$ cat src/rtl/sram_controller.sv
// Bridges the MEM stage to a 16-bit asynchronous SRAM. Each 32-bit request
// becomes two half-word accesses (low then high) while ready holds the pipeline.
module sram_controller #(
    parameter int PHASE_CYCLES = 2,
    parameter int BASE_ADDR    = 1024
) (
    input  logic        clk,
    input  logic        rst,
    input  logic        wr_en,
    input  logic        rd_en,
    input  logic [31:0] address,
    input  logic [31:0] writeData,
    output logic [31:0] readData,
    output logic        ready,
    output logic [17:0] sram_addr,
    output logic [15:0] sram_dq_o,
    input  logic [15:0] sram_dq_i,
    output logic        sram_dq_oe,
    output logic        sram_we_n,
    output logic        sram_oe_n
);
    localparam int CNT_W = $clog2(PHASE_CYCLES);
    localparam logic [CNT_W-1:0] LAST = CNT_W'(PHASE_CYCLES - 1);

    typedef enum logic [1:0] {IDLE, LOW, HIGH, DONE} state_t;

    state_t           state_q, state_d;
    logic [CNT_W-1:0] cnt_q, cnt_d;
    logic             op_wr_q, op_wr_d;
    logic [16:0]      word_q, word_d;
    logic [15:0]      wdata_hi_q, wdata_hi_d;
    logic [31:0]      read_data_q, read_data_d;
    logic [17:0]      sram_addr_q, sram_addr_d;
    logic [15:0]      dq_o_q, dq_o_d;

    logic [31:0] eff;
    logic        last;
    logic        active;
    logic        unused_eff_bits;

    assign eff             = address - 32'(BASE_ADDR);
    assign unused_eff_bits = ^{eff[31:19], eff[1:0]};
    assign last            = (cnt_q == LAST);
    assign active          = (state_q == LOW) || (state_q == HIGH);

    // Address and pad data are registered on phase entry so they are already
    // stable in the first cycle of each phase and hold through IDLE/DONE.
    always_comb begin
        state_d     = state_q;
        cnt_d       = cnt_q;
        op_wr_d     = op_wr_q;
        word_d      = word_q;
        wdata_hi_d  = wdata_hi_q;
        read_data_d = read_data_q;
        sram_addr_d = sram_addr_q;
        dq_o_d      = dq_o_q;
        case (state_q)
            IDLE: begin
                if (wr_en || rd_en) begin
                    state_d     = LOW;
                    cnt_d       = '0;
                    op_wr_d     = wr_en;
                    word_d      = eff[18:2];
                    wdata_hi_d  = writeData[31:16];
                    sram_addr_d = {eff[18:2], 1'b0};
                    dq_o_d      = writeData[15:0];
                end
            end
            LOW: begin
                if (last) begin
                    if (!op_wr_q) read_data_d[15:0] = sram_dq_i;
                    state_d     = HIGH;
                    cnt_d       = '0;
                    sram_addr_d = {word_q, 1'b1};
                    dq_o_d      = wdata_hi_q;
                end else begin
                    cnt_d = cnt_q + CNT_W'(1);
                end
            end
            HIGH: begin
                if (last) begin
                    if (!op_wr_q) read_data_d[31:16] = sram_dq_i;
                    state_d = DONE;
                    cnt_d   = '0;
                end else begin
                    cnt_d = cnt_q + CNT_W'(1);
                end
            end
            default: state_d = IDLE;
        endcase
    end

    always_ff @(posedge clk or posedge rst) begin
        if (rst) begin
            state_q     <= IDLE;
            cnt_q       <= '0;
            op_wr_q     <= 1'b0;
            word_q      <= '0;
            wdata_hi_q  <= '0;
            read_data_q <= '0;
            sram_addr_q <= '0;
            dq_o_q      <= '0;
        end else begin
            state_q     <= state_d;
            cnt_q       <= cnt_d;
            op_wr_q     <= op_wr_d;
            word_q      <= word_d;
            wdata_hi_q  <= wdata_hi_d;
            read_data_q <= read_data_d;
            sram_addr_q <= sram_addr_d;
            dq_o_q      <= dq_o_d;
        end
    end

    // we_n releases on the final phase cycle so the write commits on its rising edge
    // while address and data are still driven.
    assign sram_dq_oe = active && op_wr_q;
    assign sram_we_n  = !(active && op_wr_q && !last);
    assign sram_oe_n  = !(active && !op_wr_q);
    assign sram_addr  = sram_addr_q;
    assign sram_dq_o  = dq_o_q;
    assign readData   = read_data_q;
    assign ready      = !(((state_q == IDLE) && (wr_en || rd_en)) || active);
endmodule

$ cat config.mk
export PLATFORM = sky130hd
export DESIGN_NAME = sram_controller
export DESIGN_NICKNAME = d
export VERILOG_FILES = /design/src/rtl/sram_controller.sv
export SDC_FILE = /design/constraint.sdc
export NUM_CORES = 1
export LEC_CHECK = 0
export ABC_AREA = 1
export BUFFER_PORTS_ARGS = -buffer_cell sky130_fd_sc_hd__buf_4
export CAP_MARGIN = 20
export CORE_UTILIZATION = 45
export DETAILED_ROUTE_END_ITERATION = 10
export PLACE_DENSITY = 0.82
export SYNTH_ARGS = -nofsm -noshare
export SYNTH_HDL_FRONTEND = slang
export SYNTH_SLANG_ARGS = --single-unit
$ cat constraint.sdc
create_clock -name clk -period 2.8 [get_ports clk]
set_input_delay 0.28 -clock clk [delete_from_list [all_inputs] [get_ports clk]]
set_output_delay 0.28 -clock clk [all_outputs]
set_load 0.01 [all_outputs]
Word-level counts from Yosys, hierarchy flattened
Cells that the tools add are included.
{ "op_classes": {"bitwise_logic": 1, "n_reduce_logical": 22, "n_eq_ne": 5, "n_addsub": 2, "n_mux": 13} }
{ "ops": {"columns": ["cell", "count"], "rows": [
  ["two-way mux 18 bit", 2],
  ["case mux 18 bit (2 select lines)", 1],
  ["two-way mux 16 bit", 2],
  ["case mux 16 bit (2 select lines)", 1],
  ["subtractor 19 x 11 -> 19 bit (second input constant)", 1],
  ["AND reduction 3 bit", 4],
  ["two-way mux 2 bit", 3],
  ["case mux 2 bit (3 select lines)", 1],
  ["logical NOT 1 bit", 5],
  ["logical AND 1 bit", 4],
  ["inequality test 2 bit (second input constant)", 2],
  ["AND reduction 2 bit", 2],
  ["nonzero test 2 bit", 2],
  ["logical OR 1 bit", 3],
  ["== test 2 x 1 -> 1 bit (second input constant)", 1],
  ["== test 2 bit (second input constant)", 1],
  ["logical NOT 2 bit", 1],
  ["two-way mux 1 bit", 2],
  ["inequality test 2 x 1 -> 1 bit (second input constant)", 1],
  ["case mux 1 bit (2 select lines)", 1],
  ["OR reduction 2 bit", 1],
  ["adder 1 bit (second input constant)", 1],
  ["NOT 1 bit", 1]
]} }
{ "word_totals": {"out_inout_bits": 70, "register_bits": 103} }

Logic depth before layout (Yosys ltp)
{ "logic_depth": {"word_depth": 5, "ltp_mapped": 11} }

Worst setup path before layout
OpenSTA, ideal clock, no wires.
{ "synth_path": {"path_type": "register to output", "startpoint": "register state_q[0]", "endpoint": "output ready", "setup_slack_ns": 1.200, "stages_incl_launch_ff": 8, "arrival_ns": 1.320, "path_cell_list": "dfrtp_1 inv_1 ha_1 nand2_1 inv_1 buf_2 buf_2 nor2_1"} }
{ "synth_between": {"elab_chain_len": 4} }
{ "synth_lines": {"columns": ["element", "line_no", "text"], "rows": [
  ["start, declared", "27", "state_t state_q, state_d;"],
  ["start signal, assigned", "104", "state_q <= state_d;"],
  ["== test 2 x 1 -> 1 bit (tied with other cells)", "44", "assign active = (state_q == LOW) || (state_q == HIGH);"],
  ["logical OR 1 bit / logical AND 1 bit (equally long branches)", "44, 123", null],
  ["logical OR 1 bit (*)", "123", "assign ready = !(((state_q == IDLE) && (wr_en || rd_en)) || active);"],
  ["logical NOT 1 bit (*)", "123", null],
  ["end, declared", "14", "output logic ready,"]
]} }
Every way passes the cells marked *; elsewhere a longest branch is shown, timed or not.

Worst setup path in the final report
{ "layout_path": {"startpoint": "register state_q[1]", "endpoint": "register sram_addr_q[10], in the netlist sram_addr[10]"} }
{ "layout_between": {"elab_chain_len": 3} }
{ "layout_lines": {"columns": ["element", "line_no", "text"], "rows": [
  ["== test 2 x 1 -> 1 bit / logical NOT 2 bit (equally long branches)", "57", "case (state_q)"],
  ["inequality test 2 bit (no source line) (tied with other cells)", null, null],
  ["AND reduction 3 bit (no source line)", null, null],
  ["end signal, assigned", "110", "sram_addr_q <= sram_addr_d;"],
  ["end, declared", "33", "logic [17:0] sram_addr_q, sram_addr_d;"]
]} }
Several ways; a longest one is shown, not always the timed one.
A chain may end at the register's enable or synchronous reset.

==> run_results.csv <==
group,metric,value,unit
die,fp-row-count,36,
clock_network,cts.path.max_buffers,2,
power,powerDensity,1150,mW/mm2
global_route,grt_max_degree,67,
power,pwr-share-clk,0.126,
finish,fillers,893,
logic_synthesis,synth_top_area_frac,0.575,
detailed_routing,wl,10400,um
critical_path,critPathLaunchType,"register",
place,placed_cells,779,
die,core_area,0.00973,mm2
job,maxCapViolCount,0,
power,power_frac_comb,0.474,
detailed_routing,drc,0,
place,placed_area,0.00564,mm2
finish,area_growth,29.6,%
die,fp.dieW,102,um
critical_path,critical_path.slowest_cell,"buf_4",
logic_synthesis,seq_area_frac_synth,0.575,
die,start_util,0.461,
place,routabilityCongestion,0.799,
critical_path,r2r_setup_slack,0.61,ns
critical_path,crit_arrival,2.42,ns
power,leakage,3.14,nW
global_route,grt_use_met3,0.0554,
finish,layoutNonFillerInstCount,795,
clock_network,cts_sinks,103,
critical_path,crit_path_start,"state_q[1]",
clock_network,clock_latency,0.36,ns
hold_path,hold_path_class,"primary input to asynchronous set/reset pin",
sta,max_freq,0.457,GHz
clock_network,cts_hold_buf,0,
global_route,met2_usage,0.350,
finish,drive_above_1_share,0.261,
finish,diodes,0,
sta,rsz0062_at_grt,"no",
power,p_sw_frac,0.409,
clock_network,post_cts_buffers,0,
critical_path,path_cells,"inv_1, ha_1, buf_4, nor2_1, nor2_1, nand2_2, buf_4, inv_1, o211ai_1, nand2_1",
detailed_routing,vias,3865,
place,portBuffers,138,
critical_path,worstSetupPathType,"register to register",
global_route,grt_usage,0.212,
sta,hold_violations,0,
global_route,grt_first_pass_wirelength,17200,um
place,post-dp-hpwl,7390,um
critical_path,critical_path.endpoint,"sram_addr[10]",
logic_synthesis,syn_inst,525,
critical_path,rr_worst_depth,10,
die,fp.dieH,102,um
critical_path,cp-end-kind,"register",
run_status,status,"finished, final reports clean",
global_route,use_met1,0.269,
power,ir_drop,554,uV
clock_network,cts_inserted_buffers,9,
detailed_routing,avgViaCountPerCell,4.86,
finish,nNetsFinal,746,
clock_network,cts_resized,0,
place,pre_cts_slack,0.604,ns
global_route,grt_overflow,0,
logic_synthesis,netlist_top_cells_area,"dfrtp_1 57%, nand2_1 15%, nor2_1 6.0%, o21ai_0 5.1%, inv_1 3.3%",
logic_synthesis,yosysTopAreaCell,"dfrtp_1",
finish,regArea,0.00258,mm2
sta,period_share,0.781,
global_route,first_global_vias,3885,
die,ios,154,
critical_path,r2r_end,"sram_addr[10]",
sta,skew,0.0159,ns
finish,multiInputGateArea,0.00161,mm2
detailed_routing,drtPass1Iterations,4,
clock_network,cts_root_buf,"clkbuf_8",
detailed_routing,first_iter_violations,147,
sta,setup_violations,0,
detailed_routing,ant_nets,0,
power,net-switching-power,2.73,mW
power,power,6.67,mW
clock_network,clk_pin_slew,0.10,ns
clock_network,cts_htree_levels,3,
power,p_int,3.94,mW
finish,design_area,0.00581,mm2
clock_network,cts_tree,"yes",
logic_synthesis,synth_fp_nets,614,
logic_synthesis,yosysWarnings,0,
sta,report.final.slew_viol_count,0,
logic_synthesis,netlist-cell-type-count,20,
power,seq_power_share,0.400,
critical_path,crit_required,3.03,ns
sta,fin_tns_setup,0,ns
detailed_routing,wl_per_cell,13.1,um
sta,tightest_slew,0.700,ns
die,die_area,0.0104,mm2
critical_path,path_max_fanout,66,
global_route,grt_busiest_layer,"met2",
logic_synthesis,syn_area,0.00448,mm2
global_route,antenna_found_initial,0,
sta,period_minus_slack,2.19,ns
finish,layout_commonest_cell,"nand2_1",
critical_path,slowest_delay,0.54,ns
critical_path,r2r_start,"state_q[1]",
sta,relSlewSlack,0.532,
sta,worst_slack,0.613,ns
logic_synthesis,synth_area_per_cell,8.54,um2
logic_synthesis,synth_seq_cells,103,
finish,layout_common_cells,"179 x nand2_1, 147 x buf_4, 103 x dfrtp_1",
[registers in the layout, indices dropped and copies added, names as in the netlist]
register / flops
cnt_q: 1
op_wr_q: 1
readData: 32
sram_addr: 18
sram_dq_o: 16
state_q: 2
wdata_hi_q: 16
word_q: 17
[cells in the mapped netlist (all sizes together)]
master  number
nand2      180
dfrtp      103
nor2        72
o21ai       47
inv         41
o31ai       25
clkbuf      16
buf         11
a21oi       10
nand3        8
ha           5
xor2         3
a31oi        2
nand4        1
o211ai       1
[final cells by class]
| type | count | area share |
|---|---|---|
| clock buffers | 10 | 0.0220 |
| clock inverters | 6 | 0.00754 |
| inverters | 41 | 0.0276 |
| multi-input cells | 354 | 0.277 |
| flip-flops and latches | 103 | 0.444 |
| well taps | 133 | 0.0286 |
| repair buffers | 148 | 0.193 |
[critical path, delay by kind of cell, from the launching register on]
kind	cells	cell delay [ns]
compound gates	1	0.12
fa+ha+maj	1	0.24
buf+inv	4	1.02
flops	1	0.38
simple gates	4	0.30
[worst min-delay path by stage]
| stage | startpoint | end | slack [ns] | depth (start not counted) |
|---|---|---|---|---|
| after floorplan | writeData[16] | wdata_hi_q[0] | 0.39 | 2 |
| after global placement | rst | readData[14] | 0.42 | 2 |
| after detailed placement | rst | readData[0] | 0.43 | 2 |
| after CTS | rst | readData[12] | 0.03 | 2 |
| after global routing | rst | readData[22] | 0.06 | 2 |
| final | rst | readData[0] | 0.02 | 2 |
[power by group through the flow]
stage | Combinational [mW] | Clock, mW | Sequential, mW
3_5_place_dp | 3.20 | 0 | 2.69
4_1_cts | 3.21 | 0.868 | 2.67
5_1_grt | 3.59 | 0.920 | 2.76
6_report | 3.16 | 0.841 | 2.67
2_1_floorplan | 1.73 | 0 | 2.84
3_3_place_gp | 3.07 | 0 | 2.64
[through the flow]
stage / utilization / hold WS (ns)
floorplan: - / 0.390
global placement: 0.580 / 0.418
detailed placement: 0.580 / 0.432
CTS: 0.597 / 0.0293
global route: 0.597 / 0.0646
finish: 0.597 / 0.0188
[routing by layer]
metal | up-vias | routed length (um)
met4 | 0 | 135
met1 | 1796 | 4410
met3 | 14 | 805
met2 | 144 | 5100
li1 | 1911 | -
met5 | - | 0
[logic make-up (layout without fill, tap and decap cells)]
kind of cell	count (synthesis)	in the layout	share of synthesized area
AO/OA/AOI/OAI	85	85	0.118
flip-flops	103	103	0.575
adder cells (fa/ha/maj)	5	5	0.0140
buffers and inverters	68	205	0.0664
XOR/XNOR	3	3	0.00586
AND/OR/NAND/NOR	261	261	0.221
Power figures use the tool's default switching activity.
